[src/rtl/counter_seek_ctrl.sv]
// rtl/counter_seek_ctrl.sv - shortest-path seek sequencer driving a modulo-N up/down counter
// Optional abort input is enabled by defining COUNTER_SEEK_ABORT_EN.
module counter_seek_ctrl #(
  parameter int X        = 2,
  parameter int N        = 3,
  parameter int STEP_DIV = 4
) (
  input  logic         clk,
  input  logic         reset_n,
  input  logic         req_valid,
  input  logic [X-1:0] req_target,
  output logic         req_ready,
  input  logic [X-1:0] cur_count,
  output logic         cnt_enable,
  output logic         cnt_updown,
  output logic         busy,
  output logic         done,
  output logic         err
`ifdef COUNTER_SEEK_ABORT_EN
  ,
  input  logic         abort
`endif
);

  localparam int SW = (STEP_DIV > 1) ? $clog2(STEP_DIV) : 1;
  localparam int SL = STEP_DIV - 1;
  localparam logic [X:0]    NW          = N[X:0];
  localparam logic [SW-1:0] SETTLE_LAST = SL[SW-1:0];

  typedef enum logic [2:0] {S_IDLE, S_PLAN, S_STEP, S_WAIT, S_DONE} state_t;

  state_t        state_q, state_d;
  logic [X-1:0]  tgt_q, tgt_d;
  logic [X:0]    step_q, step_d;
  logic [SW-1:0] settle_q, settle_d;
  logic          dir_q, dir_d;
  logic          en_q, done_q, err_q, err_d;
  logic [X:0]    up_dist, down_dist;
  logic          abort_hit;

`ifdef COUNTER_SEEK_ABORT_EN
  assign abort_hit = abort;
`else
  assign abort_hit = 1'b0;
`endif

  // Distance going up around the ring; the down distance is its complement to N.
  always_comb begin
    if (tgt_q >= cur_count)
      up_dist = {1'b0, tgt_q} - {1'b0, cur_count};
    else
      up_dist = {1'b0, tgt_q} + NW - {1'b0, cur_count};
    down_dist = NW - up_dist;
  end

  always_comb begin
    state_d  = state_q;
    tgt_d    = tgt_q;
    step_d   = step_q;
    settle_d = settle_q;
    dir_d    = dir_q;
    err_d    = 1'b0;
    unique case (state_q)
      S_IDLE: begin
        if (req_valid) begin
          if ({1'b0, req_target} >= NW) begin
            err_d = 1'b1;
          end else begin
            tgt_d   = req_target;
            state_d = S_PLAN;
          end
        end
      end
      S_PLAN: begin
        step_d = '0;
        if (up_dist == '0) begin
          state_d = S_DONE;
        end else begin
          dir_d   = (up_dist > down_dist);
          state_d = S_STEP;
        end
      end
      S_STEP: begin
        step_d   = step_q + 1'b1;
        settle_d = '0;
        state_d  = S_WAIT;
      end
      S_WAIT: begin
        settle_d = settle_q + 1'b1;
        if (settle_q == SETTLE_LAST) begin
          if (cur_count == tgt_q) begin
            state_d = S_DONE;
          end else if (step_q == NW) begin
            // N steps without reaching the target: the counter is not following
            err_d   = 1'b1;
            state_d = S_IDLE;
          end else begin
            state_d = S_STEP;
          end
        end
      end
      S_DONE:  state_d = S_IDLE;
      default: state_d = S_IDLE;
    endcase
    if (abort_hit && (state_q == S_PLAN || state_q == S_STEP || state_q == S_WAIT)) begin
      state_d = S_IDLE;
      err_d   = 1'b0;
    end
  end

  always_ff @(posedge clk or negedge reset_n) begin
    if (!reset_n) begin
      state_q  <= S_IDLE;
      tgt_q    <= '0;
      step_q   <= '0;
      settle_q <= '0;
      dir_q    <= 1'b0;
      en_q     <= 1'b0;
      done_q   <= 1'b0;
      err_q    <= 1'b0;
    end else begin
      state_q  <= state_d;
      tgt_q    <= tgt_d;
      step_q   <= step_d;
      settle_q <= settle_d;
      dir_q    <= dir_d;
      en_q     <= (state_d == S_STEP);
      done_q   <= (state_d == S_DONE);
      err_q    <= err_d;
    end
  end

  assign req_ready  = (state_q == S_IDLE);
  assign busy       = (state_q != S_IDLE);
  assign cnt_enable = en_q;
  assign cnt_updown = dir_q;
  assign done       = done_q;
  assign err        = err_q;

endmodule

[config.mk]
export PLATFORM = sky130hd
export DESIGN_NAME = counter_seek_ctrl
export DESIGN_NICKNAME = d
export VERILOG_FILES = /design/src/rtl/counter_seek_ctrl.sv
export SDC_FILE = /design/constraint.sdc
export NUM_CORES = 1
export LEC_CHECK = 0
export CORE_AREA = 2 2 46 48
export DETAILED_ROUTE_END_ITERATION = 8
export DIE_AREA = 0 0 48 50
export PLACE_DENSITY = 0.66
export SLEW_MARGIN = 0
export SYNTH_ARGS = -nofsm -noshare
export SYNTH_HDL_FRONTEND = slang
export SYNTH_SLANG_ARGS = --single-unit
export TNS_END_PERCENT = 100
[constraint.sdc]
create_clock -name clk -period 3.2 [get_ports clk]
set_input_delay 0.8 -clock clk [delete_from_list [all_inputs] [get_ports clk]]
set_output_delay 0.8 -clock clk [all_outputs]
set_load 0.01 [all_outputs]
==> results of run 1 <==
[state kept, by name, indices dropped and copies added (netlist names)]
| signal | cells |
|---|---|
| cnt_enable | 1 |
| err | 1 |
| step_q | 3 |
| settle_q | 2 |
| cnt_updown | 1 |
| state_q | 3 |
| tgt_q | 2 |
| done | 1 |
[power by group through the flow]
stage / Combinational (mW) / Sequential, mW / Clock, mW
3_3_place_gp: 0.397 / 0.326 / 0
3_5_place_dp: 0.412 / 0.327 / 0
4_1_cts: 0.416 / 0.323 / 0.135
6_report: 0.409 / 0.325 / 0.130
2_1_floorplan: 0.320 / 0.300 / 0
5_1_grt: 0.470 / 0.338 / 0.145
[final cells by class]
class	instances	area, µm²	share of cell area
repair buffers	12	120	0.122
inverters	9	33.8	0.0343
well taps	27	33.8	0.0343
clock buffers	4	36.3	0.0368
multi-input cells	53	410	0.417
flip-flops and latches	14	350	0.356
[cells by family (layout without fill, tap and decap cells)]
| group | Yosys count | after routing | synth area share |
|---|---|---|---|
| adder cells (fa/ha/maj) | 8 | 8 | 0.142 |
| AO/OA/AOI/OAI | 21 | 21 | 0.193 |
| AND/OR/NAND/NOR | 23 | 23 | 0.157 |
| multiplexers | 1 | 1 | 0.0139 |
| flip-flops | 14 | 14 | 0.432 |
| buffers and inverters | 11 | 25 | 0.0617 |
[metal layers]
metal	wire length, µm	share of wire
met3	61	0.040
met2	708	0.47
met4	42	0.028
met5	0	0
met1	710	0.47
[stage by stage]
step	cell area, µm²	hold WS (ps)
detailed placement	948	480
floorplan	811	454
finish	985	499
global placement	948	471
CTS	985	503
global route	985	539
[layout by cell type, fill, tap and decap left out, drive strengths merged, types with 3 or more instances in the layout]
cell and instances:
dfrtp 14, clkdlybuf4s50 12, nand2 10, inv 9, ha 6, a22o 4
o21ai 4, clkbuf 4, nor2 3
[how the worst min path moves through the flow]
stage | cells after the start | slack (ps) | endpoint
floorplan | 2 | 450 | settle_q[1]$_DFFE_PN0P_
finish | 1 | 500 | cnt_updown$_DFFE_PN0P_
global route | 1 | 540 | cnt_updown$_DFFE_PN0P_
global placement | 2 | 470 | settle_q[1]$_DFFE_PN0P_
CTS | 1 | 500 | cnt_updown$_DFFE_PN0P_
detailed placement | 2 | 480 | settle_q[1]$_DFFE_PN0P_
[worst register-to-register path, cell delays in order (launching register included)]
cell       delay, ps
dfrtp_1          400
inv_1             80
ha_1             150
inv_1             50
fa_1             410
o311ai_0         580
a2bb2oi_1        140
==> out/qor.csv, run 1 <==
metric;value;unit
status;finished clean;
setup_ws;592;ps
dr.pass1.iters;4;
cp-start-kind;flip-flop;
dp_slack;304;ps
coreArea;0.00190;mm²
ant_nets;0;
fill_cells;176;
dpl.cell_count;115;
postSynthNetCount;93;
grt_pass1_vias;607;
min_path_type;flip-flop to flip-flop;
cp_slowest_cell;clkdlybuf4s50_1;
initial_utilization;0.426;
switching_power;335;µW
fp.dieW;48;µm
drive_gt1_frac;0.0978;
grt_max_degree;15;
cts_root_buf;clkbuf_4;
grt_busiest_layer;met2;
cts_htree_levels;1;
path_buf_inv;2;
hpwl;1160;µm
max_stage_delay;530;ps
peakVddDrop;0.000447;V
r2r_slack;1260;ps
dieHeight;50;µm
arrival;1810;ps
synthCells;78;
cp-end-kind;output port;
diodes;0;
num_rows;16;
pin_count;13;
yosysSeqAreaShare;0.432;
seq_power_share;0.376;
min_from;cnt_updown$_DFFE_PN0P_;
postCtsSetupRepairBufs;0;
drv_cap;0;
cts_hold_buf;0;
numCtsBuffers;3;
viasPerCell;5.14;
worst_r2r_path_depth;6;
fmax;383;MHz
synth_area_leaders;dfrtp_1 43%, ha_1 9.3%, fa_1 4.9%, nand2_1 4.6%, a22o_1 4.3%;
clk_pin_slew;90;ps
fin_worst_skew;3.22;ps
intPower;529;µW
met3_usage;0.0330;
ys_types;31;
crit_cells;3;
grt.met1_usage;0.199;
hold_viol_final;0;
power_frac_clock;0.150;
total_power;863;µW
antenna_found_initial;0;
setup_viol;0;
synth.most_common_cell;dfrtp_1;
cp.required;2400;ps
path_max_fanout;12;
drc;0;
startpoint;state_q[0]$_DFF_PN0_;
tightest_slew;639;ps
cts_buffer_depth;2;
synth_top_flop_cell;dfrtp_1;
switching_share;0.388;
yosys_warnings;0;
finalCriticalPeriod;2610;ps
syn-cell-area;811;µm²
vias;612;
path_cells;or3_1 -> inv_1 -> clkdlybuf4s50_1;
io_buffer_count;12;
wl;1520;µm
maxSlewViolCount;0;
p_per_area;877;mW/mm²
rr_startpoint;tgt_q[0]$_DFFE_PN0P_;
use_met2;0.231;
fin_tns_setup;0;ps
overflow;0;
synthToLayoutAreaGrowth;21.5;%
max_slew_margin;0.573;
leakage;0.462;nW
dieArea;0.00240;mm²
async_reset_ff_frac;1.00;
yosysTopAreaCellShare;0.432;
grt_setup_unrepaired;false;
clock_latency;290;ps
ys_seq_elements;14;
finalWeightedCongestion;0.776;
synth_common_cells;14 x dfrtp_1, 10 x nand2_1, 9 x inv_1, 6 x ha_1, 4 x a22o_1;
critical_path_class;flip-flop to output port;
final_cells;119;
final_util;0.518;
post-route-period-util;0.815;
reg2reg_to;cnt_enable$_DFF_PN0_;
yosysTopAreaCell;dfrtp_1;
grt_util_all_layers;0.154;
comb_power_share;0.474;
nets;108;
cts_tree;built;
crit_family;buffers and inverters;
avgSynthCellArea;10.4;µm²
synth-edff-count;0;
grt_pass1_wl;2570;µm
cts_resized;0;
drtIter0Drc;11;
clkSinkCount;14;
crit_end;req_ready;
wire_per_inst;12.8;µm
No activity file was read; power rests on OpenSTA's default activity.
==> run 2: changes to the inputs <==
==> constraint.sdc (replaced) <==
create_clock -name clk -period 2.4 [get_ports clk]
set_input_delay 0.6 -clock clk [delete_from_list [all_inputs] [get_ports clk]]
set_output_delay 0.6 -clock clk [all_outputs]
set_load 0.01 [all_outputs]
==> run 2 against run 1 <==
Non-clock buffer count is 7 higher; clock-buffer cell count stayed put; wire length is 1.2% higher; sequential power is 19% higher; core utilization is 2.8 points higher.
==> out/qor.csv, run 2 (synthesis results as in run 1) <==
metric;value;unit;change
status;finished clean;;
finalWeightedCongestion;0.755;;-2.8%
antenna_found_initial;0;;unchanged
path_buf_inv;2;;unchanged
wl_met1;734;µm;+3.4%
post-route-period-util;0.951;;
path_cells;or3_1 -> inv_1 -> clkdlybuf4s50_1;;
intPower;753;µW;+43%
postCtsSetupRepairBufs;0;;unchanged
seq_power_share;0.319;;-0.057
finalCriticalPeriod;2280;ps;
leakage;0.495;nW;+7.1%
placed_area;0.00100;mm²;+5.5%
clkSinkCount;14;;unchanged
crit_end;req_ready;;
clk_pin_slew;90;ps;about the same
peakVddDrop;0.000499;V;+12%
setup_viol;0;;unchanged
arrival;1680;ps;-130 ps
crit_cells;3;;unchanged
dieHeight;50;µm;unchanged
reg2reg_to;cnt_updown$_DFFE_PN0P_;;
cts_resized;0;;unchanged
routed.top_layer;met4;;
maxSlewViolCount;0;;unchanged
final_util;0.545;;+0.0276
ant_nets;0;;unchanged
final_area;0.00104;mm²;+5.3%
cp-end-kind;output port;;
viasPerCell;4.97;;-3.4%
routed-wl-met3;62;µm;+1.6%
fmax;438;MHz;
dieArea;0.00240;mm²;unchanged
clock_latency;280;ps;about the same
rr_startpoint;tgt_q[0]$_DFFE_PN0P_;;
wl;1540;µm;+1.2%
cts_hold_buf;0;;unchanged
grt_max_degree;15;;unchanged
top_regs;state_q x3, step_q x3;;
critical_path_class;flip-flop to output port;;
overflow;0;;unchanged
initial_utilization;0.426;;unchanged
drv_cap;0;;unchanged
grt_util_all_layers;0.145;;-0.00880
nets;115;;+6.5%
io_buffer_count;12;;unchanged
max_stage_delay;530;ps;about the same
r2r_slack;550;ps;-710 ps
coreArea;0.00190;mm²;unchanged
hold_viol_final;0;;unchanged
fp.dieW;48;µm;unchanged
layout_common_cells;14 x dfrtp_1, 12 x clkdlybuf4s50_1, 10 x nand2_1;;
wire_per_inst;12.2;µm;-4.4%
drc;0;;unchanged
tightest_slew;609;ps;-29.8 ps
met2_wirelength;733;µm;+3.5%
hpwl;1200;µm;+3.5%
max_slew_margin;0.593;;+0.0200
p_per_area;1170;mW/mm²;+33%
path_max_fanout;2;;-10
grt_pass1_vias;585;;-3.6%
pin_count;13;;unchanged
final_common_cell;dfrtp_1;;
power_frac_clock;0.141;;-0.009
startpoint;state_q[1]$_DFF_PN0_;;
cp_slowest_cell;clkdlybuf4s50_1;;
grt_pass1_wl;2440;µm;-5.1%
crit_family;buffers and inverters;;
drtIter0Drc;15;;+4
drive_gt1_frac;0.162;;+0.0638
cts_root_buf;clkbuf_4;;
switching_power;455;µW;+36%
numCtsBuffers;3;;unchanged
cp.required;1800;ps;-600 ps
comb_power_share;0.540;;+0.066
cts_htree_levels;1;;unchanged
synthToLayoutAreaGrowth;27.9;%;
num_rows;16;;unchanged
fin_worst_skew;3.22;ps;+0.00170 ps
vias;626;;+2.3%
cts_tree;built;;
min_path_type;flip-flop to flip-flop;;
dr.pass1.iters;4;;unchanged
worst_r2r_path_depth;8;;+2
cp-start-kind;flip-flop;;
grt_setup_unrepaired;false;;
diodes;0;;unchanged
cts_buffer_depth;2;;unchanged
switching_share;0.377;;-0.0111
[run 2: power groups by stage]
stage,clock [mW],combinational (mW),sequential (mW)
floorplan,0,0.427,0.399
global placement,0,0.634,0.390
detailed placement,0,0.654,0.393
CTS,0.175,0.658,0.387
global route,0.183,0.733,0.398
finish,0.170,0.653,0.386
[run 2: metrics by stage]
step           hold slack, ps  TNS, ps  power [mW]  std cells  setup slack (ps)
6_report                  507        0        1.21        126               117
3_5_place_dp              494     -767        1.05        122              -181
4_1_cts                   515        0        1.22        126               114
2_1_floorplan             304        0       0.826         78               370
5_1_grt                   531        0        1.31        126              9.04
3_3_place_gp              469     -482        1.02        122              -112
[run 2: cell type report]
cell class	instances	area, µm²
clock buffers	4	36.3
fillers	178	865
inverters	9	33.8
well taps	27	33.8
repair buffers	19	173
multi-input cells	53	410
flip-flops and latches	14	350
[run 2: worst min-delay path by stage]
stage	from	endpoint	cells past startpoint
2_1_floorplan	reset_n	cnt_enable$_DFF_PN0_	0
3_3_place_gp	settle_q[1]$_DFFE_PN0P_	settle_q[1]$_DFFE_PN0P_	2
3_5_place_dp	step_q[2]$_DFFE_PN0P_	step_q[2]$_DFFE_PN0P_	1
4_1_cts	settle_q[1]$_DFFE_PN0P_	settle_q[1]$_DFFE_PN0P_	2
5_1_grt	step_q[2]$_DFFE_PN0P_	step_q[2]$_DFFE_PN0P_	1
6_report	cnt_updown$_DFFE_PN0P_	cnt_updown$_DFFE_PN0P_	1
[run 2: metal layers]
layer  up-vias  global-route usage
met2        11               0.222
met3         2              0.0293
met4         0              0.0676
met1       293               0.188
li1        320                   -
met5         -                   0
[run 2: worst register-to-register path: stages, from the launching register on]
cell and delay, ps:
dfrtp_1 390, inv_1 70, ha_1 140, inv_1 40, fa_1 490, nand3b_1 120, o311ai_0 130, buf_4 170
a32o_1 190
==> run 3: changes to the inputs <==
--- a/config.mk
+++ b/config.mk
@@ -9,6 +9,7 @@
 export DETAILED_ROUTE_END_ITERATION = 8
 export DIE_AREA = 0 0 48 50
 export PLACE_DENSITY = 0.66
+export RECOVER_POWER = 100
 export SLEW_MARGIN = 0
 export SYNTH_ARGS = -nofsm -noshare
 export SYNTH_HDL_FRONTEND = slang
==> run 3 against run 2 <==
Power fell by 1.7%; global-route usage did not move; die area did not move; clock-buffer cell count did not move; combinational power fell by 3.1%; sequential power barely moved; largest cell class unchanged; critical path depth fell by 1.
==> out/qor.csv, run 3 (synthesis results as in run 1) <==
metric;value;unit;change
numCtsBuffers;3;;unchanged
grt_setup_unrepaired;false;;
routed-wl-met3;62;µm;unchanged
max_slew_margin;0.587;;-0.00587
setup_viol;0;;unchanged
hpwl;1200;µm;unchanged
cts_root_buf;clkbuf_4;;
wl_met1;753;µm;+2.6%
arrival;1710;ps;+30 ps
maxSlewViolCount;0;;unchanged
final_common_cell;dfrtp_1;;
dieHeight;50;µm;unchanged
pin_count;13;;unchanged
met2_wirelength;723;µm;-1.4%
routed.top_layer;met4;;
finalCriticalPeriod;2310;ps;+30.4 ps
setup_ws;86.8;ps;-30.4 ps
comb_power_share;0.533;;-0.007
wire_per_inst;12.3;µm;+0.58%
switching_share;0.381;;+0.00418
fp.dieW;48;µm;unchanged
grt_max_degree;15;;unchanged
cp-start-kind;flip-flop;;
status;finished clean;;
nets;115;;unchanged
dp_slack;-181;ps;unchanged
vias;620;;-0.96%
drv_cap;0;;unchanged
postCtsSetupRepairBufs;0;;unchanged
final_util;0.540;;-0.00526
clock_latency;280;ps;about the same
path_max_fanout;2;;unchanged
p_per_area;1160;mW/mm²;-0.77%
drive_gt1_frac;0.131;;-0.0303
cts_buffer_depth;2;;unchanged
grt_util_all_layers;0.145;;unchanged
drtIter0Drc;13;;-2
max_stage_delay;630;ps;+100 ps
antenna_found_initial;0;;unchanged
fin_worst_skew;2.84;ps;-0.387 ps
cp.required;1800;ps;about the same
dr.pass1.iters;4;;unchanged
seq_power_share;0.324;;+0.005
cts_htree_levels;1;;unchanged
post-route-period-util;0.964;;+0.0127
num_rows;16;;unchanged
grt_pass1_wl;2440;µm;unchanged
hold_viol_final;0;;unchanged
min_path_type;flip-flop to flip-flop;;
cts_tree;built;;
placed_area;0.00100;mm²;unchanged
layout_common_cells;14 x dfrtp_1, 10 x nand2_1, 9 x inv_1;;
cts_hold_buf;0;;unchanged
drc;0;;unchanged
io_buffer_count;12;;unchanged
initial_utilization;0.426;;unchanged
final_area;0.00103;mm²;-0.96%
cp-end-kind;output port;;
intPower;735;µW;-2.4%
cts_resized;0;;unchanged
critical_path_class;flip-flop to output port;;
finalWeightedCongestion;0.755;;unchanged
path_cells;or3_1 -> dlygate4sd3_1;;
peakVddDrop;0.000493;V;-1.2%
grt_pass1_vias;585;;unchanged
ant_nets;0;;unchanged
viasPerCell;4.92;;-0.96%
fill_cells;180;;+1.1%
top_regs;state_q x3, step_q x3;;
wl;1550;µm;+0.58%
clk_pin_slew;90;ps;about the same
tightest_slew;618;ps;+8.67 ps
overflow;0;;unchanged
diodes;0;;unchanged
coreArea;0.00190;mm²;unchanged
clkSinkCount;14;;unchanged
dieArea;0.00240;mm²;unchanged
synthToLayoutAreaGrowth;26.7;%;
switching_power;452;µW;-0.63%
cp_slowest_cell;dlygate4sd3_1;;
leakage;0.497;nW;+0.41%
r2r_slack;540;ps;about the same
power_frac_clock;0.143;;+0.002
fmax;432;MHz;-1.3%
==> run 3: final cells by class <==
class	instances	area [µm²]	area share
Clock buffer	4	36.3	0.0353
Inverter	9	33.8	0.0329
Timing Repair Buffer	19	169	0.164
Multi-Input combinational cell	53	404	0.393
Sequential cell	14	350	0.341
Tap cell	27	33.8	0.0329
==> run 3: stage by stage <==
step	power, mW	cells	hold WS (ps)	setup TNS (ps)
floorplan	0.826	78	304	0
global placement	1.02	122	469	-482
detailed placement	1.05	122	494	-767
CTS	1.22	126	515	0
global route	1.29	126	531	0
finish	1.19	126	501	0
==> run 3: worst max-delay path: cells and delay by family, from the launching register on <==
kind	cells	cell delay [ps]
simple gates	1	420
buf+inv	1	630
flops	1	390
==> run 3: path summary, 6_finish.rpt <==
| kind | cells past startpoint | to | start |
|---|---|---|---|
| max | 2 | busy | state_q[1]$_DFF_PN0_ |
| min | 1 | cnt_updown$_DFFE_PN0P_ | cnt_updown$_DFFE_PN0P_ |
| max reg2reg | 8 | cnt_updown$_DFFE_PN0P_ | tgt_q[0]$_DFFE_PN0P_ |
| min reg2reg | 1 | cnt_updown$_DFFE_PN0P_ | cnt_updown$_DFFE_PN0P_ |
| max in group asynchronous | 1 | settle_q[0]$_DFFE_PN0P_ | reset_n |
| min in group asynchronous | 1 | cnt_updown$_DFFE_PN0P_ | reset_n |
==> run 3: layer usage <==
layer,global-route usage,vias to the layer above
li1,-,317
met1,0.188,290
met2,0.222,11
met3,0.0293,2
met4,0.0676,0
met5,0,-
==> run 3: power by group through the flow <==
stage                     clock network [mW]  registers, mW  logic [mW]
after detailed placement                   0          0.393       0.654
after floorplan                            0          0.399       0.427
after CTS                              0.175          0.387       0.658
after global routing                   0.183          0.397       0.713
final                                  0.170          0.385       0.633
after global placement                     0          0.390       0.634
